==> config.mk <==
export PLATFORM = sky130hd
export DESIGN_NAME = regfile_sb
export DESIGN_NICKNAME = d
export VERILOG_FILES = /design/src/rtl/regfile_pkg.sv /design/src/rtl/regfile_read_port.sv /design/src/rtl/regfile_sb.sv
export SDC_FILE = /design/constraint.sdc
export NUM_CORES = 1
export LEC_CHECK = 0
export CAP_MARGIN = 25
export CORE_UTILIZATION = 55
export CTS_CLUSTER_SIZE = 40
export DETAILED_ROUTE_END_ITERATION = 10
export PLACE_DENSITY_LB_ADDON = 0.1
export SYNTH_ARGS = -nofsm -noshare
export SYNTH_HDL_FRONTEND = slang
export SYNTH_SLANG_ARGS = --single-unit
==> constraint.sdc <==
create_clock -name clk -period 5 [get_ports clk]
set_input_delay 1 -clock clk [delete_from_list [all_inputs] [get_ports clk]]
set_output_delay 1 -clock clk [all_outputs]
set_load 0.005 [all_outputs]
==> src/rtl/regfile_pkg.sv <==
// ---------------------------------------------------------------------------
// regfile_pkg
//   Shared defaults and types for the pipelined-core register file.
//   N_DEF      : address width (2**N architectural registers)
//   M_DEF      : data width
//   NRD_DEF    : number of combinational read ports (Rn, Rm, Rs)
//   PC_REG_DEF : architectural index of the PC
// ---------------------------------------------------------------------------
package regfile_pkg;

  localparam int N_DEF      = 4;
  localparam int M_DEF      = 32;
  localparam int NRD_DEF    = 3;
  localparam int PC_REG_DEF = 15;

  typedef logic [N_DEF-1:0] reg_addr_t;
  typedef logic [M_DEF-1:0] word_t;

endpackage : regfile_pkg

==> src/rtl/regfile_read_port.sv <==
// ---------------------------------------------------------------------------
// regfile_read_port
//   One combinational read port of the register file, with write-through
//   bypass from both writeback ports and scoreboard hazard detection.
// Ports
//   i_ra        read address
//   i_mem_word  stored word at i_ra (selected by the top level)
//   i_r15       PC+8 value from fetch, returned for the PC address
//   i_we_a/i_wa_a/i_wd_a  port A writeback (enable already qualified by reset)
//   i_we_b/i_wa_b/i_wd_b  port B writeback (enable already qualified by reset)
//   i_busy      scoreboard bitmap
//   o_rd        read data
//   o_hazard    the addressed register has a producer still in flight
// ---------------------------------------------------------------------------
module regfile_read_port
  import regfile_pkg::*;
#(
  parameter int N      = N_DEF,
  parameter int M      = M_DEF,
  parameter int PC_REG = PC_REG_DEF
) (
  input  logic [N-1:0]      i_ra,
  input  logic [M-1:0]      i_mem_word,
  input  logic [M-1:0]      i_r15,
  input  logic              i_we_a,
  input  logic [N-1:0]      i_wa_a,
  input  logic [M-1:0]      i_wd_a,
  input  logic              i_we_b,
  input  logic [N-1:0]      i_wa_b,
  input  logic [M-1:0]      i_wd_b,
  input  logic [2**N-1:0]   i_busy,
  output logic [M-1:0]      o_rd,
  output logic              o_hazard
);

  localparam logic [N-1:0] PC_ADDR = N'(PC_REG);

  logic w_is_pc;
  logic w_hit_a;
  logic w_hit_b;

  assign w_is_pc = (i_ra == PC_ADDR);
  assign w_hit_a = i_we_a & (i_wa_a == i_ra);
  assign w_hit_b = i_we_b & (i_wa_b == i_ra);

  // Read data select: PC first, then port A bypass, port B bypass, storage.
  always_comb begin
    o_rd = i_mem_word;
    if (w_is_pc) begin
      o_rd = i_r15;
    end else if (w_hit_a) begin
      o_rd = i_wd_a;
    end else if (w_hit_b) begin
      o_rd = i_wd_b;
    end else begin
      o_rd = i_mem_word;
    end
  end

  // Hazard: a writeback landing this cycle is forwarded by the bypass, so it
  // resolves the hazard immediately; the PC is never tracked.
  always_comb begin
    o_hazard = 1'b0;
    if (w_is_pc) begin
      o_hazard = 1'b0;
    end else begin
      o_hazard = i_busy[i_ra] & ~(w_hit_a | w_hit_b);
    end
  end

endmodule : regfile_read_port

==> src/rtl/regfile_sb.sv <==
// ---------------------------------------------------------------------------
// regfile_sb
//   Multi-port CPU register file with write-through bypass and a per-register
//   busy scoreboard for read-after-write hazard detection.
// Ports
//   clk, rst_n            clock (rising edge) / synchronous active-low reset
//   we_a, wa_a, wd_a      port A (ALU writeback)
//   we_b, wa_b, wd_b      port B (load writeback); port A wins on collision
//   ra / rd               NRD packed read addresses / read data
//   r15                   PC+8 from fetch, returned for reads of PC_REG
//   iss_valid, iss_dst    issuing instruction marks its destination busy
//   busy                  registered scoreboard bitmap
//   hazard                per read port: operand still pending
//   wr_conflict           both ports write the same address this cycle
// ---------------------------------------------------------------------------
module regfile_sb
  import regfile_pkg::*;
#(
  parameter int N      = N_DEF,
  parameter int M      = M_DEF,
  parameter int NRD    = NRD_DEF,
  parameter int PC_REG = PC_REG_DEF
) (
  input  logic               clk,
  input  logic               rst_n,
  input  logic               we_a,
  input  logic [N-1:0]       wa_a,
  input  logic [M-1:0]       wd_a,
  input  logic               we_b,
  input  logic [N-1:0]       wa_b,
  input  logic [M-1:0]       wd_b,
  input  logic [NRD*N-1:0]   ra,
  output logic [NRD*M-1:0]   rd,
  input  logic [M-1:0]       r15,
  input  logic               iss_valid,
  input  logic [N-1:0]       iss_dst,
  output logic [2**N-1:0]    busy,
  output logic [NRD-1:0]     hazard,
  output logic               wr_conflict
);

  localparam int NREG = 2**N;

  logic [M-1:0]    r_mem [NREG];
  logic [NREG-1:0] r_busy;

  // Write enables qualified by reset: writes, bypass and scoreboard clears
  // are all inert in a reset cycle.
  logic            w_we_a;
  logic            w_we_b;
  logic [NREG-1:0] w_set;
  logic [NREG-1:0] w_clr;

  assign w_we_a      = we_a & rst_n;
  assign w_we_b      = we_b & rst_n;
  assign wr_conflict = we_a & we_b & (wa_a == wa_b);
  assign busy        = r_busy;

  // Per-register scoreboard set (issue) and clear (writeback) decode.
  always_comb begin
    w_set = {NREG{1'b0}};
    w_clr = {NREG{1'b0}};
    for (int i = 0; i < NREG; i++) begin
      if (i == PC_REG) begin
        w_set[i] = 1'b0;
      end else begin
        w_set[i] = iss_valid & (iss_dst == N'(i));
      end
      w_clr[i] = (w_we_a & (wa_a == N'(i))) | (w_we_b & (wa_b == N'(i)));
    end
  end

  // Register storage; the PC slot is held at zero so mem never holds the PC.
  always_ff @(posedge clk) begin
    for (int i = 0; i < NREG; i++) begin
      if (!rst_n) begin
        r_mem[i] <= {M{1'b0}};
      end else if (i == PC_REG) begin
        r_mem[i] <= {M{1'b0}};
      end else if (w_we_a && (wa_a == N'(i))) begin
        r_mem[i] <= wd_a;
      end else if (w_we_b && (wa_b == N'(i))) begin
        r_mem[i] <= wd_b;
      end else begin
        r_mem[i] <= r_mem[i];
      end
    end
  end

  // Busy bitmap: a new issue outranks a same-cycle writeback of the old producer.
  always_ff @(posedge clk) begin
    if (!rst_n) begin
      r_busy <= {NREG{1'b0}};
    end else begin
      r_busy <= w_set | (r_busy & ~w_clr);
    end
  end

  genvar k;
  generate
    for (k = 0; k < NRD; k++) begin : g_rd
      logic [N-1:0] w_ra_k;
      assign w_ra_k = ra[k*N +: N];

      regfile_read_port #(
        .N      (N),
        .M      (M),
        .PC_REG (PC_REG)
      ) u_rp (
        .i_ra       (w_ra_k),
        .i_mem_word (r_mem[w_ra_k]),
        .i_r15      (r15),
        .i_we_a     (w_we_a),
        .i_wa_a     (wa_a),
        .i_wd_a     (wd_a),
        .i_we_b     (w_we_b),
        .i_wa_b     (wa_b),
        .i_wd_b     (wd_b),
        .i_busy     (r_busy),
        .o_rd       (rd[k*M +: M]),
        .o_hazard   (hazard[k])
      );
    end
  endgenerate

endmodule : regfile_sb

Word level (Yosys, flattened, before mapping)
Memories as Yosys holds them, arrays and structs flattened. Index checks and enable logic that the tools add are counted.

Flip-flop bits (word level): 16. Memory bits (writable): 512. Input port bits: 125. Output and inout port bits: 116. Memories kept: 1.

Memories: r_mem (depth 16, width 32, read ports 3, clocked after Yosys merged registers in 0, write ports 16, RTL line regfile_sb.sv:44) `logic [M-1:0] r_mem [NREG];`.

$lt $le $gt $ge: 3. Equality and inequality tests: 69. Mux-type cells: 231. Bitwise gates (word level): 131. Reductions and logical operators: 48.

Operators by type and width (count): $mux 32 (55); $mux 1 (173); $eq 4x4->1 const B (26); $or 1x1->1 (65); $and 1x1->1 (60); $eq 4x3->1 const B (12); $logic_and 1x1->1 (30); $reduce_and 2->1 (15); $eq 4x4->1 (7); $eq 4x2->1 const B (6); $and 16x16->16 (1); $not 16->16 (1); $or 15x16->16 (1); $lt 4x5->1 const B (3); $ne 0x0->1 (15); $bmux 1 s4 (3); $eq 4x1->1 const B (3); $logic_not 4->1 (3); $not 1->1 (3).

Longest topological paths before layout
Depth in word-level cells: 8. Mapped depth: 10. Gate-level depth less buffers: 5.

Hierarchy
A second synthesis with hierarchy kept.

Cells, all modules: 2894. Area total of the unflattened synthesis: 36412.4 um2.

Modules (own cells, without submodules): regfile_sb (times used 1, cells an instance 2384, area an instance 32264.7 um2, sequential area each 14734.1 um2); regfile_read_port (times used 3, cells an instance 170, area an instance 1382.6 um2, sequential area each 0.0 um2).

Least setup slack after synthesis
OpenSTA, ideal clock, no wires.

Path type: input to output. Start: input port ra[1]. End: output port rd[10]. Arrival time: 2.918 ns. Data required time: 4.000 ns. Setup slack: 1.082 ns. Stages: 6. Path buffers: 3. Path through: buf_2 -> buf_1 -> clkbuf_1 -> mux4_2 -> mux4_2 -> a221o_1.

Word-level cells in the longest chain between the ends: 5. Elaborated cells between the ends (all ways): 9. Classes of those cells: eq/ne (3); mux (3); bitwise (2); memory (1).

Ends and longest elaborated chain: from (decl) (RTL line regfile_sb.sv:32) `input logic [NRD*N-1:0] ra,`; branches (longest 4 deep; another with $mem_v2 16x32); $mux 32 * (RTL line regfile_read_port.sv:49) `if (w_is_pc) begin`; to (decl) (RTL line regfile_sb.sv:33) `output logic [NRD*M-1:0] rd,`.

Mark *: on every way between the ends.

Worst setup path after layout
Start: input port we_a. End: output port rd[10].

Word-level cells in the longest chain between the ends: 4.

Ends and longest elaborated chain: from (decl) (RTL line regfile_sb.sv:26) `input logic we_a,`; $and 1x1->1 (RTL line regfile_sb.sv:54) `assign w_we_a = we_a & rst_n;`; $and 1x1->1 (RTL line regfile_read_port.sv:43) `assign w_hit_a = i_we_a & (i_wa_a == i_ra);`; $mux 32 (RTL line regfile_read_port.sv:51) `end else if (w_hit_a) begin`; $mux 32 (RTL line regfile_read_port.sv:49).

Every way passes these cells.

==> reports/qor.yml <==
outcome:
  status: "completed"
route:
  drt_iter0_markers: 5915
  ant_nets: 0
  drcViolationCount: 0
  dr_total_vias: 31014
  drtPass1Iterations: 9
  wl_um: 154000
  wl_per_cell_um: 41.8
  via_per_inst: 8.41
logic_synthesis:
  synth.avg_cell_area_um2: 13.0
  synth_cells: 2696
  synth_cell_type_count: 50
  synth_commonest_cells: "a22o_1, edfxtp_1, mux4_2, clkbuf_1, mux2i_1"
  seq_area_frac_synth_pct: 42.0
  synth.area.top_cells: "edfxtp_1, mux4_2, a22o_1, mux2i_1, clkbuf_1"
  synth_edf_count: 480
  ys_seq_elements: 496
  synth_top_area_cell: "edfxtp_1"
  syn-num-nets: 2821
  ys_warn_count: 0
  yosysMostFrequentCell: "a22o_1"
  netlist.area_leader.share_pct: 41.1
  ys.flop_type: "edfxtp_1"
  async_reset_ff_share_pct: 0
  synth.cell_area_um2: 35100
timing:
  skew_ns: 0
  slew_headroom_pct: 34.8
  setup_ws_ns: 0.0915
  setup_viol: 0
  grt_setup_unrepaired: "no"
  fin_tns_setup_ns: 0
  period_minus_slack_ns: 4.91
  tightest_slew_ns: 0.974
  slew_viol_final: 0
  fin_crit_sh_pct: 98.2
  fmax_ghz: 0.204
  hold_violations: 0
setup_path:
  cp-start-kind: "input pin"
  critPathSlowestCell: "nor2b_4"
  path_cells: "clkdlybuf4s50_1 -> buf_4 -> nand3_1 -> o21bai_1 -> nor2b_4 -> buf_12 -> a221o_1 -> clkdlybuf4s50_1"
  slowest_delay_ns: 0.74
  cp_data_required_time_ns: 4.00
  crit_path_max_fanout: 19
  critPathArrivalTime_ns: 3.91
  end_kind: "primary output"
  worstSetupPathType: "in2out"
  worst_path_most_repeated_cell: "clkdlybuf4s50_1"
cts:
  clk_pin_slew_ns: 0.06
  cts-htree-levels: 2
  cts_tree: "built"
  clockRootBuffer: "clkbuf_16"
  clk_latency_ns: 0.64
  clkSinkCount: 496
  cts_setup_buffers: 0
  ctsLongestPathBuffers: 3
  cts_resized: 0
  hold_buffers: 0
  numCtsBuffers: 57
layout:
  drive_above_1_share_pct: 24.6
  area_growth_pct: 17.3
  nFillCells: 4709
  nNetsFinal: 2918
  final_area_um2: 41200
global_route:
  antenna_found_initial: 7
  grt_pass1_wl_um: 215000
  grt_max_degree: 45
  grt_pass1_vias: 29951
  grt_usage_pct: 47.2
  grt-ovfl-total: 0
pwr:
  power.leakage_nw: 14.2
  cellPowerDensity_nw_per_um2: 290
  vdd_drop_max_mv: 0.306
hold_path:
  hold_path_class: "reg2reg"
die:
  ios: 241
  start_util_pct: 55.7
  dieWidth_um: 255
  rows: 92
  core_um2: 63100
  dieArea_um2: 64800
  die_height_um: 255
placed_design:
  dpl-instance-area_um2: 39200
  finalWeightedCongestion: 0.953
  port_buffers: 240
  dp_slack_ns: 0.188
  hpwlAfterDp_um: 95800
job:
  cap_violations: 0
[report_power, final]
part | total, mW | internal (mW) | switching [mW]
Clock | 4.30 | 2.52 | 1.78
Sequential | 5.05 | 4.84 | 0.212
Combinational | 2.58 | 1.23 | 1.35
[per-stage QoR]
step / power (mW) / hold WS [ns] / utilization [%] / cells
floorplan: 6.50 / 0.494 / - / 2696
global placement: 7.56 / 0.515 / 62.2 / 3579
detailed placement: 7.61 / 0.516 / 62.2 / 3579
CTS: 11.8 / 0.525 / 65.2 / 3683
global route: 12.1 / 0.550 / 65.3 / 3687
finish: 11.9 / 0.535 / 65.3 / 3688
[cells in the final DEF (no fill, tap or decap), types with 47 or more instances in the layout]
cell	synthesis	layout
clkbuf_16	0	61
nand2_1	80	80
nor2b_1	53	49
a21oi_1	47	47
clkdlybuf4s50_1	0	228
a22o_1	544	544
buf_4	18	193
mux2i_1	189	189
a221o_1	79	79
mux4_2	306	306
a211oi_1	76	76
edfxtp_1	480	480
[cell families after synthesis]
logic type      Yosys count  synth area share (%)
flops                   496                  42.0
compound gates          960                  22.6
xor+xnor                 28                 0.699
mux                     510                  25.5
buf+inv                 447                  5.41
simple gates            255                  3.85
[path summary, 6_finish.rpt]
check / cells after the start / end / startpoint / slack, ns
worst min register to register: 2 / busy[2]$_SDFF_PN0_ / busy[2]$_SDFF_PN0_ / 0.54
worst max register to register: 1 / busy[15]$_SDFF_PN0_ / busy[15]$_SDFF_PN0_ / 4.20
worst min-delay path: 2 / busy[2]$_SDFF_PN0_ / busy[2]$_SDFF_PN0_ / 0.54
worst max-delay path: 8 / rd[10] / we_a / 0.09
[area by class of cell]
cell class	instances	area (um^2)	share of cell area (%)
Multi-Input combinational cell	1753	18800	45.6
Sequential cell	496	14700	35.8
Timing Repair Buffer	469	4650	11.3
Clock buffer	76	1620	3.94
Tap cell	846	1060	2.57
Clock inverter	28	273	0.662
Inverter	16	60.1	0.146
Antenna cell	4	10.0	0.0243
[sequential cells by signal, indices dropped and copies added, names as in the netlist]
| signal | cells |
|---|---|
| busy | 16 |
| r_mem | 480 |
[metal layers]
metal	vias up	global-route usage, %	share of wire, %	routed length, um
met1	15305	60.9	34	52000
met3	759	16.8	17	25700
met2	3351	67.7	42	65200
met5	-	0.977	0.080	123
li1	11591	-	-	-
met4	8	29.6	7.3	11300
[critical path, delay by kind of cell]
kind	cells	cell delay (ns)
compound gates	2	0.34
buf+inv	4	1.68
simple gates	2	0.88
Note: power is estimated with default switching activity, not from simulation.
